### src/rtl/neuron_stream_loader_if.sv
// neuron_stream_loader_if
// Byte-wide valid/ready command stream feeding neuron_stream_loader.
//   data_in    : command or operand byte (producer -> loader)
//   data_valid : data_in is valid this cycle (producer -> loader)
//   data_ready : loader accepts a byte this cycle (loader -> producer)
// A byte transfers on a rising clock edge where data_valid && data_ready.
interface neuron_stream_loader_if;
  logic [7:0] data_in;
  logic       data_valid;
  logic       data_ready;

  // Producer side (pins / host)
  modport master (
    output data_in,
    output data_valid,
    input  data_ready
  );

  // Consumer side (the loader)
  modport slave (
    input  data_in,
    input  data_valid,
    output data_ready
  );
endinterface

### src/rtl/neuron_stream_loader.sv
// neuron_stream_loader
// Byte-serial front end for one LIF neuron. Decodes commands from a byte
// stream, assembles weight/input vectors in a staging register and commits
// them atomically, latches shift/threshold together, and issues enable
// strobes that advance the neuron by one timestep each.
//
// Ports:
//   clk       : single clock, rising edge
//   reset     : synchronous, active-high
//   stream    : neuron_stream_loader_if.slave byte stream (data_in/data_valid/data_ready)
//   weights   : registered SYNAPSES-bit weight vector
//   inputs    : registered SYNAPSES-bit input spike vector
//   shift     : registered 3-bit decay shift
//   threshold : registered THRESHOLD_BITS-bit firing threshold
//   enable    : one-cycle timestep strobe
//   busy      : high whenever the loader is not IDLE
//
// Optional feature: define NEURON_LOADER_AUTO_CLEAR_EN to clear `inputs` on the
// edge that ends the last enable cycle of each STEP (one-shot input spikes).
module neuron_stream_loader #(
  parameter int SYNAPSES       = 32,
  parameter int THRESHOLD_BITS = 6
) (
  input  logic                      clk,
  input  logic                      reset,
  neuron_stream_loader_if.slave     stream,
  output logic [SYNAPSES-1:0]       weights,
  output logic [SYNAPSES-1:0]       inputs,
  output logic [2:0]                shift,
  output logic [THRESHOLD_BITS-1:0] threshold,
  output logic                      enable,
  output logic                      busy
);

  localparam int BYTES = SYNAPSES / 8;
  // The counter also indexes the two LOAD_CFG bytes, so it is at least 1 bit.
  localparam int CNT_W = (BYTES > 2) ? $clog2(BYTES) : 1;
  localparam logic [CNT_W-1:0] LAST_BYTE = CNT_W'(BYTES - 1);

  typedef enum logic [2:0] {
    IDLE,
    LOAD_W,
    LOAD_X,
    LOAD_CFG,
    STEP
  } state_t;

  state_t              state;
  logic [CNT_W-1:0]    byte_cnt;
  logic [SYNAPSES-1:0] staging;
  logic [2:0]          shift_stage;
  logic [5:0]          step_left;
  logic                data_ready_q;
  logic                xfer;
  logic [SYNAPSES-1:0] staged_word;

  assign stream.data_ready = data_ready_q;
  assign xfer              = stream.data_valid && data_ready_q;

  // Staging value with the incoming byte merged into its slot; this is what
  // gets committed on the last byte so the commit lands on the same edge.
  always_comb begin
    staged_word = staging;
    for (int k = 0; k < BYTES; k++) begin
      if (byte_cnt == CNT_W'(k)) begin
        staged_word[8*k +: 8] = stream.data_in;
      end
    end
  end

  // Command decoder / loader FSM. All outputs, including data_ready, are
  // registered so nothing on the byte pins reaches an output combinationally.
  always_ff @(posedge clk) begin
    if (reset) begin
      state        <= IDLE;
      byte_cnt     <= '0;
      staging      <= '0;
      shift_stage  <= '0;
      step_left    <= '0;
      weights      <= '0;
      inputs       <= '0;
      shift        <= '0;
      threshold    <= '1;
      enable       <= 1'b0;
      busy         <= 1'b0;
      data_ready_q <= 1'b1;
    end else begin
      case (state)
        IDLE: begin
          if (xfer) begin
            byte_cnt <= '0;
            staging  <= '0;
            busy     <= 1'b1;
            case (stream.data_in[1:0])
              2'b00:   state <= LOAD_W;
              2'b01:   state <= LOAD_X;
              2'b10:   state <= LOAD_CFG;
              default: begin
                // step_left holds the number of enable cycles remaining
                // after the current one, so count-1 is loaded here.
                state        <= STEP;
                enable       <= 1'b1;
                data_ready_q <= 1'b0;
                step_left    <= stream.data_in[7:2];
              end
            endcase
          end
        end

        LOAD_W, LOAD_X: begin
          if (xfer) begin
            if (byte_cnt == LAST_BYTE) begin
              if (state == LOAD_W) begin
                weights <= staged_word;
              end else begin
                inputs <= staged_word;
              end
              state    <= IDLE;
              busy     <= 1'b0;
              byte_cnt <= '0;
              staging  <= '0;
            end else begin
              staging  <= staged_word;
              byte_cnt <= byte_cnt + CNT_W'(1);
            end
          end
        end

        LOAD_CFG: begin
          if (xfer) begin
            if (byte_cnt == '0) begin
              shift_stage <= stream.data_in[2:0];
              byte_cnt    <= CNT_W'(1);
            end else begin
              shift     <= shift_stage;
              threshold <= stream.data_in[THRESHOLD_BITS-1:0];
              state     <= IDLE;
              busy      <= 1'b0;
              byte_cnt  <= '0;
            end
          end
        end

        STEP: begin
          if (step_left == '0) begin
            state        <= IDLE;
            enable       <= 1'b0;
            busy         <= 1'b0;
            data_ready_q <= 1'b1;
`ifdef NEURON_LOADER_AUTO_CLEAR_EN
            inputs       <= '0;
`else
            inputs       <= inputs;
`endif
          end else begin
            step_left <= step_left - 6'd1;
          end
        end

        default: begin
          state        <= IDLE;
          enable       <= 1'b0;
          busy         <= 1'b0;
          data_ready_q <= 1'b1;
        end
      endcase
    end
  end

endmodule
### src/flat_wrapper.sv
// flat-port wrapper written by rule: the top's interface ports become plain ports
module neuron_stream_loader_flat 
#(
  parameter int SYNAPSES       = 32,
  parameter int THRESHOLD_BITS = 6
)
  (clk, reset, weights, inputs, shift, threshold, enable, busy, stream_data_in, stream_data_valid, stream_data_ready);
  neuron_stream_loader_if stream_i ();
  input  logic clk;
  input  logic reset;
  output logic [SYNAPSES-1:0] weights;
  output logic [SYNAPSES-1:0] inputs;
  output logic [2:0] shift;
  output logic [THRESHOLD_BITS-1:0] threshold;
  output logic enable;
  output logic busy;
  input wire logic [$bits(stream_i.data_in)-1:0] stream_data_in;
  input wire logic [$bits(stream_i.data_valid)-1:0] stream_data_valid;
  output wire logic [$bits(stream_i.data_ready)-1:0] stream_data_ready;
  assign stream_i.data_in = stream_data_in;
  assign stream_i.data_valid = stream_data_valid;
  assign stream_data_ready = stream_i.data_ready;
  neuron_stream_loader #(.SYNAPSES(SYNAPSES), .THRESHOLD_BITS(THRESHOLD_BITS)) u_core (.clk(clk), .reset(reset), .stream(stream_i), .weights(weights), .inputs(inputs), .shift(shift), .threshold(threshold), .enable(enable), .busy(busy));
endmodule
### config.mk
export PLATFORM = sky130hd
export DESIGN_NAME = neuron_stream_loader_flat
export DESIGN_NICKNAME = d
export VERILOG_FILES = /design/src/rtl/neuron_stream_loader_if.sv /design/src/rtl/neuron_stream_loader.sv /design/src/flat_wrapper.sv
export SDC_FILE = /design/constraint.sdc
export NUM_CORES = 1
export LEC_CHECK = 0
export ABC_AREA = 1
export CORE_MARGIN = 4
export CORE_UTILIZATION = 45
export CTS_BUF_LIST = sky130_fd_sc_hd__clkbuf_8 sky130_fd_sc_hd__clkbuf_16
export CTS_CLUSTER_DIAMETER = 100
export CTS_CLUSTER_SIZE = 28
export DETAILED_ROUTE_END_ITERATION = 6
export GPL_TIMING_DRIVEN = 0
export PLACE_DENSITY = 0.69
export SLEW_MARGIN = 0
export SYNTH_ARGS = -nofsm -noshare
export SYNTH_HDL_FRONTEND = slang
export SYNTH_SLANG_ARGS = --single-unit
### constraint.sdc
create_clock -name clk -period 2.1 [get_ports clk]
set_input_delay 0.315 -clock clk [delete_from_list [all_inputs] [get_ports clk]]
set_output_delay 0.315 -clock clk [all_outputs]
set_load 0.01 [all_outputs]
==> results.txt <==
Result of the run: completed
Detailed Place HPWL: 9750 um
Number of failing hold endpoints at the final stage: 0
Gate count after technology mapping: 657
Placeable Area: 10800 um2
Kind of end point of the critical path: flop
Ports placed on the boundary: 87
Core Util, Final: 61.4%
Vertical die dimension: 113 um
Total of buffers placed on input and output ports: 86
Synth warn: 0
Post-detailed-route count of antenna-violating nets: 0
Leakage dissipation: 2.74 nW
TritonCTS sink count: 122
Most common cell after layout, fill and taps aside: dfxtp_1
Total via count in the routed design: 4704
Maxcap violations: 0
Post-Route Hold Slack: 0.417 ns
Wire length of the first global-routing pass: 22700 um
Clk Latency, worst-skew pair: 0.53 ns
Worst IR Drop VDD: 0.607 mV
Antenna violations before repair: 0
RSZ-0062 raised after global routing: no
Maximum fanout along the worst path: 10
Delay contributed by the slowest stage of the critical path: 0.46 ns
Slew at the pin closest to its max-slew limit: 0.540 ns
Cell variety after synth: 24
Area of the die: 12700 um2
Peak Freq: 508 MHz
Clock-pin slew on the worst setup and hold paths: 0.06 ns
Placement row count: 38
Clock tree root buffer cell: clkbuf_8
Routed WL per cell: 15.3 um
Register bit count reported by yosys: 122
Post-synthesis sequential area ratio: 49.3%
Kind of start point of the critical path: flop
Number of pins exceeding their max-slew limit in the final report: 0
Setup ws final: 0.131 ns
Post-CTS Repair Setup Buffers: 0
Share of layout cells above drive strength 1: 8.52%
Average size of a mapped cell: 7.54 um2
Aggregate global-route resource usage: 22.4%
Rel. slew slack: 64.0%
Slowest-stage cell, CP: clkbuf_1
Post-placement worst setup slack: 0.00222 ns
Cell chain of the critical path: ha_1 > buf_4 > nand3_2 > nor2_4 > clkbuf_1 > a21oi_1
Kind of path behind the tightest hold check: primary input to flop
Number of buffers created by CTS: 17
Detailed Route Iter0 Violations: 285
Sum of overflow across all layers after global routing: 0
# hold bufs at CTS: 0
Drt total wl: 14000 um
Most frequent cells in the layout: dfxtp_1, o21ai_0, nand2_1
Pin count of the biggest net entering global routing: 17
Clock tree from TritonCTS: done
Detailed Routing Iterations Pass 1: 5
Number of global-route vias before repair: 4680
Post-synthesis to final-layout area growth: 33.8%
GPL Wtd Cong: 0.853
Final worst-path cycle share: 93.7%
Post-Synthesis Cell Area: 4950 um2
CTS max path bufs: 2
Final layout net count: 782
Net count after synthesis: 677
Starting utilization of the core area: 45.9%
DRC violations left: 0
Cells resized by post-CTS repair: 0
Arr. time, crit path: 2.35 ns
Areal power density over the cells: 1040 nW/um2
CTS H-tree lvls: 4
Width of the chip: 113 um
Vias per inst: 5.14
Endpoint required time on the critical path: 2.48 ns
Worst-case clock skew: 0.00867 ns
Minimum clock period after layout: 1.97 ns
Count of antenna diodes in the layout: 0
Critical setup path kind: flop to flop
Final number of setup-violating endpoints: 0
==> area by class of cell <==
type	count	area [um2]
Multi-Input combinational cell	413	2000
Clock buffer	21	469
Buffer	37	190
Inverter	85	319
Tap cell	140	175
Sequential cell	122	2440
Fill cell	982	4170
Timing Repair Buffer	86	861
Clock inverter	11	166
==> sequential cells by signal, summed over array words and instances (netlist names) <==
name,flops
u_core.shift,3
u_core.busy,1
u_core.shift_stage,3
u_core.step_left,6
u_core.staging,32
u_core.weights,32
u_core.threshold,6
u_core.byte_cnt,2
u_core.enable,1
u_core.state,3
u_core.inputs,32
u_core.stream.data_ready,1
==> critical path, delay by kind of cell, from the launching register on <==
family / cells / cell delay (ns)
AND/OR/NAND/NOR: 2 / 0.50
flip-flops: 1 / 0.40
adder cells (fa/ha/maj): 1 / 0.17
buffers and inverters: 2 / 0.63
AO/OA/AOI/OAI: 1 / 0.13
==> synth_stat cells, drive strengths merged <==
cell | number | area, um2
inv | 85 | 319
nand2 | 103 | 394
o21ai | 136 | 684
nand3b | 1 | 7.51
o211ai | 6 | 45.0
a21oi | 77 | 385
dfxtp | 122 | 2440
a211oi | 2 | 15.0
clkbuf | 17 | 66.3
nand4 | 1 | 6.26
buf | 20 | 124
nand3 | 14 | 85.1
nor2 | 64 | 265
ha | 9 | 113
==> metrics by stage <==
step	power [mW]	TNS, ns	instances	cell area, um2
6_report	6.91	0	915	6620
5_1_grt	7.22	0	915	6620
4_1_cts	6.91	0	915	6620
3_5_place_dp	3.83	0	883	5990
3_3_place_gp	3.79	-0.00219	883	5990
2_1_floorplan	3.49	0	657	4950
==> report_power, final <==
group,switching [mW],internal (mW),total [mW]
Sequential,0.0842,2.47,2.56
Clock,1.04,2.05,3.09
Combinational,0.849,0.413,1.26
==> kinds of logic (layout without fill, tap and decap cells) <==
logic type / count (synthesis) / after routing / synth area share, %
buffers and inverters: 122 / 240 / 10.3
AND/OR/NAND/NOR: 183 / 183 / 15.3
flip-flops: 122 / 122 / 49.3
adder cells (fa/ha/maj): 9 / 9 / 2.27
AO/OA/AOI/OAI: 221 / 221 / 22.8
==> layer usage <==
metal | wire length, um | up-vias | global-route usage [%]
met1 | 6180 | 2158 | 27.6
li1 | - | 2345 | -
met2 | 6420 | 164 | 36.2
met3 | 983 | 37 | 6.36
met4 | 427 | 0 | 10.6
met5 | 0 | - | 0
==> path summary, 6_finish.rpt <==
| kind | slack, ns | from | endpoint | cells past startpoint |
|---|---|---|---|---|
| max | 0.13 | u_core.byte_cnt[0] | u_core.weights[1] | 6 |
| min | 0.42 | reset | u_core.shift_stage[2] | 2 |
| max reg2reg | 0.13 | u_core.byte_cnt[0] | u_core.weights[1] | 6 |
| min reg2reg | 0.42 | u_core.staging[30] | u_core.staging[30] | 2 |
(Power assumes the default switching activity.)
